--- src/rtl/cpu_pkg.sv ---
`default_nettype none
// ============================================================================
// cpu_pkg: shared memory-interface state type and parameter defaults
// Rev 1.0
// ============================================================================
package cpu_pkg;

  localparam int c_ADDR_W_DEF      = 9;
  localparam int c_TIMEOUT_CYC_DEF = 16;
  localparam int c_DATA_W          = 32;

  typedef enum logic [1:0] {
    IDLE   = 2'd0,
    RD_REQ = 2'd1,
    WR_REQ = 2'd2,
    DONE   = 2'd3
  } mem_state_e;

  function automatic logic is_req(input mem_state_e s);
    return (s == RD_REQ) || (s == WR_REQ);
  endfunction

endpackage
`default_nettype wire

--- src/rtl/mem_watchdog.sv ---
`default_nettype none
// ============================================================================
// mem_watchdog: counts request cycles and flags expiry without mem_ack
// Rev 1.0
// ============================================================================
module mem_watchdog
  import cpu_pkg::*;
#(
  parameter int TIMEOUT_CYC = c_TIMEOUT_CYC_DEF
) (
  input  logic Clock,
  input  logic Reset_n,
  input  logic active_i,
  input  logic ack_i,
  output logic expire_o
);

  localparam int                 c_CNT_W = (TIMEOUT_CYC > 1) ? $clog2(TIMEOUT_CYC) : 1;
  localparam logic [c_CNT_W-1:0] c_LAST  = c_CNT_W'(TIMEOUT_CYC - 1);

  logic [c_CNT_W-1:0] cnt_q;

  // Ack on the final cycle still wins over expiry.
  assign expire_o = active_i & ~ack_i & (cnt_q == c_LAST);

  always_ff @(posedge Clock or negedge Reset_n) begin
    if (!Reset_n) begin
      cnt_q <= '0;
    end else if (!active_i || ack_i || expire_o) begin
      cnt_q <= '0;
    end else begin
      cnt_q <= cnt_q + 1'b1;
    end
  end

endmodule
`default_nettype wire

--- src/rtl/mem_interface.sv ---
`default_nettype none
// ============================================================================
// mem_interface: MAR/MDR RAM handshake FSM; MEM_TIMEOUT_EN adds an ack watchdog
// Rev 1.0
// ============================================================================
module mem_interface
  import cpu_pkg::*;
#(
  parameter int ADDR_W      = c_ADDR_W_DEF,
  parameter int TIMEOUT_CYC = c_TIMEOUT_CYC_DEF
) (
  input  logic              Clock,
  input  logic              Reset_n,
  input  logic [31:0]       BusMuxOut,
  input  logic              MARin,
  input  logic              MDRin,
  input  logic              Read,
  input  logic              Write,
  input  logic [31:0]       mem_rdata,
  input  logic              mem_ack,
  output logic [31:0]       MDR_q,
  output logic [ADDR_W-1:0] mem_addr,
  output logic [31:0]       mem_wdata,
  output logic              mem_rd,
  output logic              mem_wr,
  output logic              Ready,
  output logic              Busy,
  output logic              MemErr
);

  mem_state_e          state_q;
  logic [ADDR_W-1:0]   mar_q;
  logic [c_DATA_W-1:0] mdr_q;
  logic                rd_q;
  logic                wr_q;
  logic                ready_q;
  logic                busy_q;
  logic                w_timeout;

  if (TIMEOUT_CYC < 1) begin : g_bad_timeout
    $error("mem_interface: TIMEOUT_CYC must be at least 1");
  end

`ifdef MEM_TIMEOUT_EN
  logic err_q;

  mem_watchdog #(
    .TIMEOUT_CYC (TIMEOUT_CYC)
  ) u_watchdog (
    .Clock    (Clock),
    .Reset_n  (Reset_n),
    .active_i (busy_q),
    .ack_i    (mem_ack),
    .expire_o (w_timeout)
  );

  assign MemErr = err_q;
`else
  assign w_timeout = 1'b0;
  assign MemErr    = 1'b0;
`endif

  always_ff @(posedge Clock or negedge Reset_n) begin
    if (!Reset_n) begin
      state_q <= IDLE;
      mar_q   <= '0;
      mdr_q   <= '0;
      rd_q    <= 1'b0;
      wr_q    <= 1'b0;
      ready_q <= 1'b0;
      busy_q  <= 1'b0;
`ifdef MEM_TIMEOUT_EN
      err_q   <= 1'b0;
`endif
    end else begin
      ready_q <= 1'b0;

      // Address and data registers are frozen while an access is in flight.
      if (!is_req(state_q)) begin
        if (MARin) begin
          mar_q <= BusMuxOut[ADDR_W-1:0];
        end
        if (MDRin && !Read) begin
          mdr_q <= BusMuxOut;
        end
      end

      case (state_q)
        IDLE: begin
          if (Read) begin
            state_q <= RD_REQ;
            rd_q    <= 1'b1;
            busy_q  <= 1'b1;
`ifdef MEM_TIMEOUT_EN
            err_q   <= 1'b0;
`endif
          end else if (Write) begin
            state_q <= WR_REQ;
            wr_q    <= 1'b1;
            busy_q  <= 1'b1;
`ifdef MEM_TIMEOUT_EN
            err_q   <= 1'b0;
`endif
          end
        end

        RD_REQ: begin
          if (mem_ack) begin
            mdr_q   <= mem_rdata;
            state_q <= DONE;
            rd_q    <= 1'b0;
            busy_q  <= 1'b0;
            ready_q <= 1'b1;
          end else if (w_timeout) begin
            state_q <= DONE;
            rd_q    <= 1'b0;
            busy_q  <= 1'b0;
            ready_q <= 1'b1;
`ifdef MEM_TIMEOUT_EN
            err_q   <= 1'b1;
`endif
          end
        end

        WR_REQ: begin
          if (mem_ack || w_timeout) begin
            state_q <= DONE;
            wr_q    <= 1'b0;
            busy_q  <= 1'b0;
            ready_q <= 1'b1;
`ifdef MEM_TIMEOUT_EN
            if (!mem_ack) begin
              err_q <= 1'b1;
            end
`endif
          end
        end

        DONE: begin
          // A still-asserted request level must be released before re-arming.
          if (!Read && !Write) begin
            state_q <= IDLE;
          end
        end

        default: begin
          state_q <= IDLE;
          rd_q    <= 1'b0;
          wr_q    <= 1'b0;
          busy_q  <= 1'b0;
        end
      endcase
    end
  end

  assign MDR_q     = mdr_q;
  assign mem_addr  = mar_q;
  assign mem_wdata = mdr_q;
  assign mem_rd    = rd_q;
  assign mem_wr    = wr_q;
  assign Ready     = ready_q;
  assign Busy      = busy_q;

endmodule
`default_nettype wire

--- config.mk ---
export PLATFORM = sky130hd
export DESIGN_NAME = mem_interface
export DESIGN_NICKNAME = d
export VERILOG_FILES = /design/src/rtl/cpu_pkg.sv /design/src/rtl/mem_watchdog.sv /design/src/rtl/mem_interface.sv
export SDC_FILE = /design/constraint.sdc
export NUM_CORES = 1
export LEC_CHECK = 0
export ABC_AREA = 1
export CAP_MARGIN = 20
export CORE_ASPECT_RATIO = 1.5
export CORE_MARGIN = 2
export CORE_UTILIZATION = 41
export CTS_BUF_LIST = sky130_fd_sc_hd__clkbuf_8
export CTS_CLUSTER_DIAMETER = 80
export DETAILED_ROUTE_END_ITERATION = 6
export HOLD_SLACK_MARGIN = 0.03
export PLACE_DENSITY = 0.93
export SYNTH_ARGS = -nofsm -noshare
export SYNTH_HDL_FRONTEND = slang
export SYNTH_HIERARCHICAL = 1
export SYNTH_SLANG_ARGS = --single-unit
--- constraint.sdc ---
create_clock -name Clock -period 2.3 [get_ports Clock]
set_clock_uncertainty 0.2 [all_clocks]
set_input_delay 0.345 -clock Clock [delete_from_list [all_inputs] [get_ports Clock]]
set_output_delay 0.345 -clock Clock [all_outputs]
set_load 0.01 [all_outputs]
==> flow_summary.toml, run 1 <==
[min_path]
hp-start = "mem_wr"
hp-class = "register to register"

[critical_path]
critical_path_class = "register to register"
worst-path-buf-inv = 3
critical_path.top_delay_family = "buffers and inverters"
cp-start-kind = "register"
slowest_stage = "dfrtp_1"
startpoint = "state_q[0]"
path_cells = "inv_1, ha_1, inv_2, buf_4, nand3_1, nand3_1, nand2_1"
cp-end-kind = "register"
required_ps = 2280
cp_common_cell = "nand3_1"
worstPathArrival_ps = 2050
cpPeakStageDelay_ps = 420
worst_r2r_startpoint = "state_q[0]"
crit_fanout = 18

[logic_synthesis]
synth.net_count = 475
synthArstFlopShare_pct = 100
netlist_area_um2 = 2820
synth-main-ff-cell = "dfrtp_1"
yosys-top-cells-area = "dfrtp_1 42%, nand2_1 17%, nand3_1 12%"
synth_cells = 398
synth_top_cell_area_share_pct = 41.7
synth.most_common_cell = "nand2_1"
synth.distinct_cells = 17
synth_largest_area_cell = "dfrtp_1"
synth_warnings = 6
yosysSeqAreaShare_pct = 41.7
synth.top_cells.by_count = "126 x nand2_1, 74 x inv_1, 70 x nand3_1"
synth-edff-count = 0
synth_area_per_cell_um2 = 7.09
synth_seq_cells = 47

[die]
rows = 37
dieHeight_um = 106
initial_core_util_pct = 41.7
core_area_um2 = 6760
pin_count = 149
die_x_um = 71.7
die_area_um2 = 7570

[clock_tree]
cts_root_buf = "clkbuf_8"
cts_setup_buffers = 0
cts_tree = "built"
ctsHtreeMaxLevel = 2
clk_latency_ps = 290
path_clk_slew_ps = 80
cts_hold_buffers = 1
cts_buffer_depth = 2
ctsResizeCount = 0
numCtsBuffers = 5
cts.sinks = 47

[timing]
fmax_ghz = 0.483
period_needed_ps = 2070
timing.hold.ws_ps = 293
hold_viol_final = 0
rsz0062_at_grt = "false"
finalSetupViolations = 0
maxSlewViolCount = 0
fin_ws_ps = 228
tns_ps = 0
post-route-period-util_pct = 90.1
slew_headroom_pct = 61.4
worst_pin_slew_ps = 578

[cells_and_area]
drive_above_1_share_pct = 4.30
nets = 588
n_antenna_cell = 0
area_growth_pct = 49.2
fillerInstances = 590
final_util_pct = 62.2

[detailed_routing]
drt_pre_antenna_iters = 5
drt-total-wl_um = 7930
dr_total_vias = 2894
wire_per_inst_um = 13.4
drt_iter0_markers = 192
drtAntennaViolNets = 0
routed_via_density = 4.91
route.detailed.drc = 0

[power_and_ir_drop]
vdd_drop_max_mv = 0.645
intPower_mw = 3.21
power.density_nw_per_um2 = 1300
p_leak_nw = 2.18
p_switching_mw = 2.24
sw_frac_of_total_pct = 41.1
pwr-share-comb_pct = 62.2
p_total_mw = 5.45
clkPwrFrac_pct = 8.9
pwr-share-seq_pct = 28.9

[global_routing]
grt_pass1_vias = 2859
grt_usage_pct = 21.0
grt_max_degree = 33
grt_pass1_wl_um = 12800
grt-ovfl-total = 0
antenna_found_initial = 0

[outcome]
outcome = "complete, no violations"

[placement]
dp_worst_setup_slack_ps = 250
place_congestion = 0.795
portBuffers = 147
place.detailed.hpwl_um = 6040

[run]
drv_cap = 0
[worst paths after layout]
| kind | end | slack [ps] | cells after the start |
|---|---|---|---|
| worst max-delay path | MDR_q[18] | 230 | 7 |
| worst min-delay path | mem_wr | 290 | 2 |
| worst max register to register | MDR_q[18] | 230 | 7 |
| worst min register to register | mem_wr | 290 | 2 |
| max in group asynchronous | MDR_q[0] | 980 | 3 |
| min in group asynchronous | MDR_q[21] | 370 | 2 |
[tightest hold or removal path, cell delays in order (launching register included)]
cell     delay (ps)
dfrtp_1         360
nand2_1          60
nand2_1          50
[stage by stage]
| step | std cells | area [µm²] |
|---|---|---|
| after detailed placement | 581 | 4110 |
| after global placement | 581 | 4110 |
| after global routing | 590 | 4210 |
| final | 590 | 4210 |
| after floorplan | 398 | 2820 |
| after CTS | 590 | 4210 |
[flip-flops by register name (all words and copies together) (netlist names)]
signal / count
Ready: 1
mem_wr: 1
MDR_q: 32
mem_addr: 9
state_q: 2
Busy: 1
mem_rd: 1
[placed cells by master, fill, tap and decap left out]
cell type / Yosys / layout
nor2_2: 1 / 1
o21ai_0: 2 / 2
inv_2: 4 / 4
conb_1: 1 / 1
inv_1: 74 / 75
clkinv_2: 0 / 1
a21oi_1: 2 / 2
dfrtp_1: 47 / 47
clkdlybuf4s50_1: 0 / 146
dlygate4sd3_1: 0 / 1
o21ai_1: 11 / 11
buf_2: 12 / 1
nand4_1: 1 / 1
nor2_1: 2 / 2
nand2_2: 1 / 1
buf_4: 37 / 6
ha_1: 6 / 6
nand3_1: 70 / 70
nand2_1: 126 / 126
buf_12: 0 / 1
clkinvlp_4: 0 / 1
nand3_2: 1 / 1
clkbuf_8: 0 / 5
[logic make-up (layout without fill, tap and decap cells)]
family                     after synthesis  count (layout)  share of synthesized area [%]
buffers and inverters                  127             241                           22.4
DFF                                     47              47                           41.7
and+or+nand+nor                        202             202                           30.5
AOI/OAI and AO/OA                       15              15                           2.66
other                                    1               1                          0.133
adders and majority gates                6               6                           2.66
[per-layer routing]
layer | share of wire (%) | wire length, µm | track usage (%)
met4 | 3.3 | 265 | 10.2
met5 | 0 | 0 | 0
met2 | 53 | 4170 | 37.6
met3 | 7.1 | 560 | 3.15
met1 | 37 | 2930 | 23.8
[power by group through the flow]
| stage | Combinational (mW) | Clock, mW | Sequential [mW] |
|---|---|---|---|
| after floorplan | 1.81 | 0 | 1.73 |
| after global placement | 3.30 | 0 | 1.56 |
| after CTS | 3.42 | 0.501 | 1.57 |
| after global routing | 3.72 | 0.533 | 1.63 |
| final | 3.39 | 0.484 | 1.58 |
| after detailed placement | 3.40 | 0 | 1.58 |
[cell type report]
class	instances	area (µm²)	share of cell area (%)
Clock buffer	5	68.8	1.64
Clock inverter	3	16.3	0.387
Inverter	78	293	6.96
Multi-Input combinational cell	224	1010	24.1
Sequential cell	47	1180	28.0
Tap cell	78	97.6	2.32
Timing Repair Buffer	155	1540	36.6
(Power assumes the default switching activity.)
==> run 2, diff against run 1 <==
CORE_ASPECT_RATIO = 0.75   (was 1.5)
==> run 2 against run 1 <==
Effect of this change:
- via count shrank 0.41%
- die area is essentially flat
- critical endpoint is now mem_addr[8]
- hold slack lost 15 ps
- non-clock buffer count grew 1
- count of clock-buffer cells in the layout grew 2
- combinational power is essentially flat
==> flow_summary.toml, run 2 (same netlist as run 1, synthesis figures left out) <==
[cells_and_area]
fin_cells = 597
area_growth_pct = 50.2
n_antenna_cell = 0
layout_commonest_cell = "clkdlybuf4s50_1"
largest_register_ffs = 32
layout_common_cells = "146 x clkdlybuf4s50_1, 126 x nand2_1, 75 x inv_1"
final_util_pct = 62.9
drive_above_1_share_pct = 4.48
nets = 589

[die]
die_x_um = 99.8
initial_core_util_pct = 41.9
rows = 26
pin_count = 149
die_area_um2 = 7560
core_area_um2 = 6730
dieHeight_um = 75.8

[critical_path]
crit_fanout = 18
slowest_stage = "dfrtp_1"
crit_cells = 7
startpoint = "state_q[0]"
rr_endpoint = "mem_addr[8]"
required_ps = 2270
critical_path_class = "register to register"
worst-path-buf-inv = 3
cp-end-kind = "register"
endpoint = "mem_addr[8]"
critical_path.top_delay_family = "flip-flops"
cpPeakStageDelay_ps = 440
worst_r2r_startpoint = "state_q[0]"
rrSetupSlack_ps = 300
worstPathArrival_ps = 1970
path_cells = "inv_1, ha_1, inv_2, buf_4, nand2_2, nand2_1, o21ai_1"
r2r_cells = 7
cp-start-kind = "register"

[power_and_ir_drop]
p_leak_nw = 2.20
p_total_mw = 5.55
power.density_nw_per_um2 = 1310
vdd_drop_max_mv = 0.675

[timing]
worst_pin_slew_ps = 577
maxSlewViolCount = 0
slew_headroom_pct = 61.5
fmax_ghz = 0.500
rsz0062_at_grt = "false"
period_needed_ps = 2000
post-route-period-util_pct = 87.0
hold_viol_final = 0
tns_ps = 0
finalSetupViolations = 0
fin_ws_ps = 300

[placement]
portBuffers = 147
place_congestion = 0.913
place.detailed.hpwl_um = 6010
dp_cells = 588
dp_worst_setup_slack_ps = 320

[clock_tree]
numCtsBuffers = 5
ctsResizeCount = 0
ctsHtreeMaxLevel = 2
cts.sinks = 47
cts_tree = "built"
cts_buffer_depth = 2
cts_root_buf = "clkbuf_8"
clk_latency_ps = 290
path_clk_slew_ps = 80

[min_path]
worstHoldPathCells = 2
hp-class = "register to register"

[detailed_routing]
drt_iter0_markers = 156
drtAntennaViolNets = 0
drt_pre_antenna_iters = 4
wire_per_inst_um = 13.5
route.detailed.drc = 0
drt-total-wl_um = 8060
routed_via_density = 4.83
dr_total_vias = 2882

[run]
drv_cap = 0

[global_routing]
grt_pass1_wl_um = 12800
grt-ovfl-total = 0
antenna_found_initial = 0
grt_pass1_vias = 2836
grt_usage_pct = 21.5
grt_max_degree = 33

[outcome]
outcome = "complete, no violations"
[run 2: worst min-delay path, delay by kind of cell (launching register included)]
family	cells	cell delay (ps)
DFF	1	350
and+or+nand+nor	2	100
[run 2: worst min-delay path by stage]
stage | from | to | slack (ps)
final | mem_wr | mem_wr | 280
after global routing | mem_addr[3] | mem_addr[3] | 330
after CTS | mem_wr | mem_wr | 290
after detailed placement | Reset_n | MDR_q[20] | 180
after global placement | Reset_n | MDR_q[20] | 160
after floorplan | Reset_n | Busy | -150
[run 2: area by class of cell]
cell class	count	area, µm²
inverters	78	293
fillers	578	2500
well taps	84	105
clock buffers	7	96.3
multi-input cells	224	1010
clock inverters	1	3.75
repair buffers	156	1550
flip-flops and latches	47	1180
[run 2: metrics by stage]
stage	instance area, µm²	hold slack [ps]
6_report	4240	278
5_1_grt	4240	325
4_1_cts	4240	290
3_5_place_dp	4130	182
3_3_place_gp	4130	163
2_1_floorplan	2820	-151
[run 2: power breakdown]
part	switching [mW]	total [mW]	internal, mW
registers	0.331	1.59	1.25
clock network	0.270	0.541	0.270
logic	1.65	3.42	1.77
total	2.25	5.55	3.30
[run 2: what timing repair did]
action	CTS	global route
setup buffers	0	0
endpoints found under the hold margin	23	0
hold buffers	1	0
[run 2: layer usage]
metal  GRT usage (%)  up-vias  part of all wire, %  wire length (µm)
met1            25.4     1321                   41              3300
met2            39.6      168                   49              3950
met5               0        -                    0                 0
met3            5.32       10                  9.0               723
met4            6.24        0                 0.96                77
li1                -     1383                    -                 -
==> run 3, diff against run 2 <==
CORE_MARGIN = not set   (was 2)
PLACE_DENSITY = not set   (was 0.93)
PLACE_DENSITY_LB_ADDON = 0.08   (was not set)
==> run 3 against run 2 <==
Effect of this change:
- the flow now finishes with violations (DRC)
- core utilization increased by 2.6 points
- combinational power down 1%
- worst setup slack improved by 34 ps
- critical endpoint is now MDR_q[0]
- largest power group unchanged
- highest routed layer unchanged
==> flow_summary.toml, run 3 (same netlist as run 1, synthesis figures left out) <==
[critical_path]
cp-start-kind = "register"
required_ps = 2290
rr_endpoint = "MDR_q[0]"
cp-end-kind = "register"
rrSetupSlack_ps = 330
critical_path_class = "register to register"
r2r_cells = 7
worstPathArrival_ps = 1960
worst_r2r_startpoint = "state_q[0]"
crit_fanout = 26

[die]
dieHeight_um = 73.8
pin_count = 149
die_area_um2 = 7220
core_area_um2 = 6470
initial_core_util_pct = 43.6
die_x_um = 97.8
rows = 25

[clock_tree]
ctsHtreeMaxLevel = 2
cts_buffer_depth = 2
cts_setup_buffers = 0
cts_tree = "built"
path_clk_slew_ps = 80
cts_root_buf = "clkbuf_8"
ctsResizeCount = 0
numCtsBuffers = 5
cts.sinks = 47
clk_latency_ps = 290

[power_and_ir_drop]
p_leak_nw = 2.19
vdd_drop_max_mv = 0.769
pwr-share-comb_pct = 62.0
pwr-share-seq_pct = 29.0
intPower_mw = 3.24
power.density_nw_per_um2 = 1280
sw_frac_of_total_pct = 40.5
p_switching_mw = 2.20
clkPwrFrac_pct = 9.1

[timing]
period_needed_ps = 1970
post-route-period-util_pct = 85.5
fmax_ghz = 0.509
maxSlewViolCount = 0
slew_headroom_pct = 66.5
rsz0062_at_grt = "false"
hold_viol_final = 0
tns_ps = 0
timing.hold.ws_ps = 292
worst_pin_slew_ps = 502
finalSetupViolations = 0

[cells_and_area]
nets = 587
layout_common_cells = "146 x clkdlybuf4s50_1, 126 x nand2_1, 75 x inv_1"
n_antenna_cell = 0
layout_commonest_cell = "clkdlybuf4s50_1"
drive_above_1_share_pct = 4.11
area_growth_pct = 50.4
largest_register_ffs = 32
fin_cells = 592

[min_path]
hp-class = "register to register"
worstHoldPathCells = 2
holdPathEnd = "mem_wr"
hp-start = "mem_wr"

[outcome]
outcome = "finished with violations"
violations = "DRC"

[detailed_routing]
routed_via_density = 4.66
drt_iter0_markers = 196
route.detailed.drc = 24
drt-total-wl_um = 7570
dr_total_vias = 2757
drtAntennaViolNets = 0
wire_per_inst_um = 12.8
drt_pre_antenna_iters = 7

[placement]
portBuffers = 147
place_congestion = 0.771
place.detailed.hpwl_um = 5450
dp_cells = 583

[global_routing]
grt_pass1_vias = 2517
grt_pass1_wl_um = 12100
grt-ovfl-total = 0
grt_max_degree = 33
antenna_found_initial = 0
grt_usage_pct = 21.4

[run]
drv_cap = 0
run 3: worst max path at each step:
stage	startpoint	to	slack, ps	cells after the start
after floorplan	state_q[0]	MDR_q[10]	670	8
after global placement	state_q[0]	MDR_q[6]	410	7
final	state_q[0]	MDR_q[0]	330	7
after detailed placement	state_q[0]	MDR_q[17]	340	7
after global routing	state_q[0]	MDR_q[0]	170	8
after CTS	state_q[0]	MDR_q[0]	330	7
run 3: timing repair:
item                                   in CTS  in global routing
hold buffers                                1                  0
setup endpoints to repair                   0                  0
endpoints found under the hold margin      19                  0
run 3: layout make-up:
type / instances / area [µm²]
Fill cell: 598 / 2230
Timing Repair Buffer: 154 / 1570
Sequential cell: 47 / 1180
Multi-Input combinational cell: 224 / 1010
Inverter: 78 / 293
Tap cell: 81 / 101
Clock buffer: 5 / 68.8
Clock inverter: 3 / 16.3
run 3: metrics by stage:
stage / setup slack [ps] / utilization, % / total power, mW / cell area [µm²]
final: 334 / 65.5 / 5.44 / 4240
after global routing: 169 / 65.5 / 5.89 / 4240
after CTS: 330 / 65.5 / 5.50 / 4240
after detailed placement: 341 / 64.0 / 4.98 / 4150
after global placement: 406 / 64.0 / 4.92 / 4150
after floorplan: 670 / - / 3.54 / 2820
run 3: critical path: stages, from the launching register on:
cell and delay (ps):
dfrtp_1 430, inv_1 110, ha_1 360, inv_2 170
buf_4 330, nand3_1 130, nand3_1 90, nand2_1 50
run 3: per-layer routing:
metal	up-vias	GRT usage [%]	routed length (µm)
li1	1386	-	-
met1	1265	28.3	3370
met2	102	36.0	3570
met3	4	5.23	583
met4	0	4.55	44
met5	-	0	0
run 3: power groups by stage:
stage | sequential, mW | clock (mW) | combinational [mW]
final | 1.58 | 0.493 | 3.37
after global routing | 1.64 | 0.544 | 3.70
after CTS | 1.58 | 0.513 | 3.41
after detailed placement | 1.59 | 0 | 3.40
after global placement | 1.58 | 0 | 3.35
after floorplan | 1.73 | 0 | 1.81
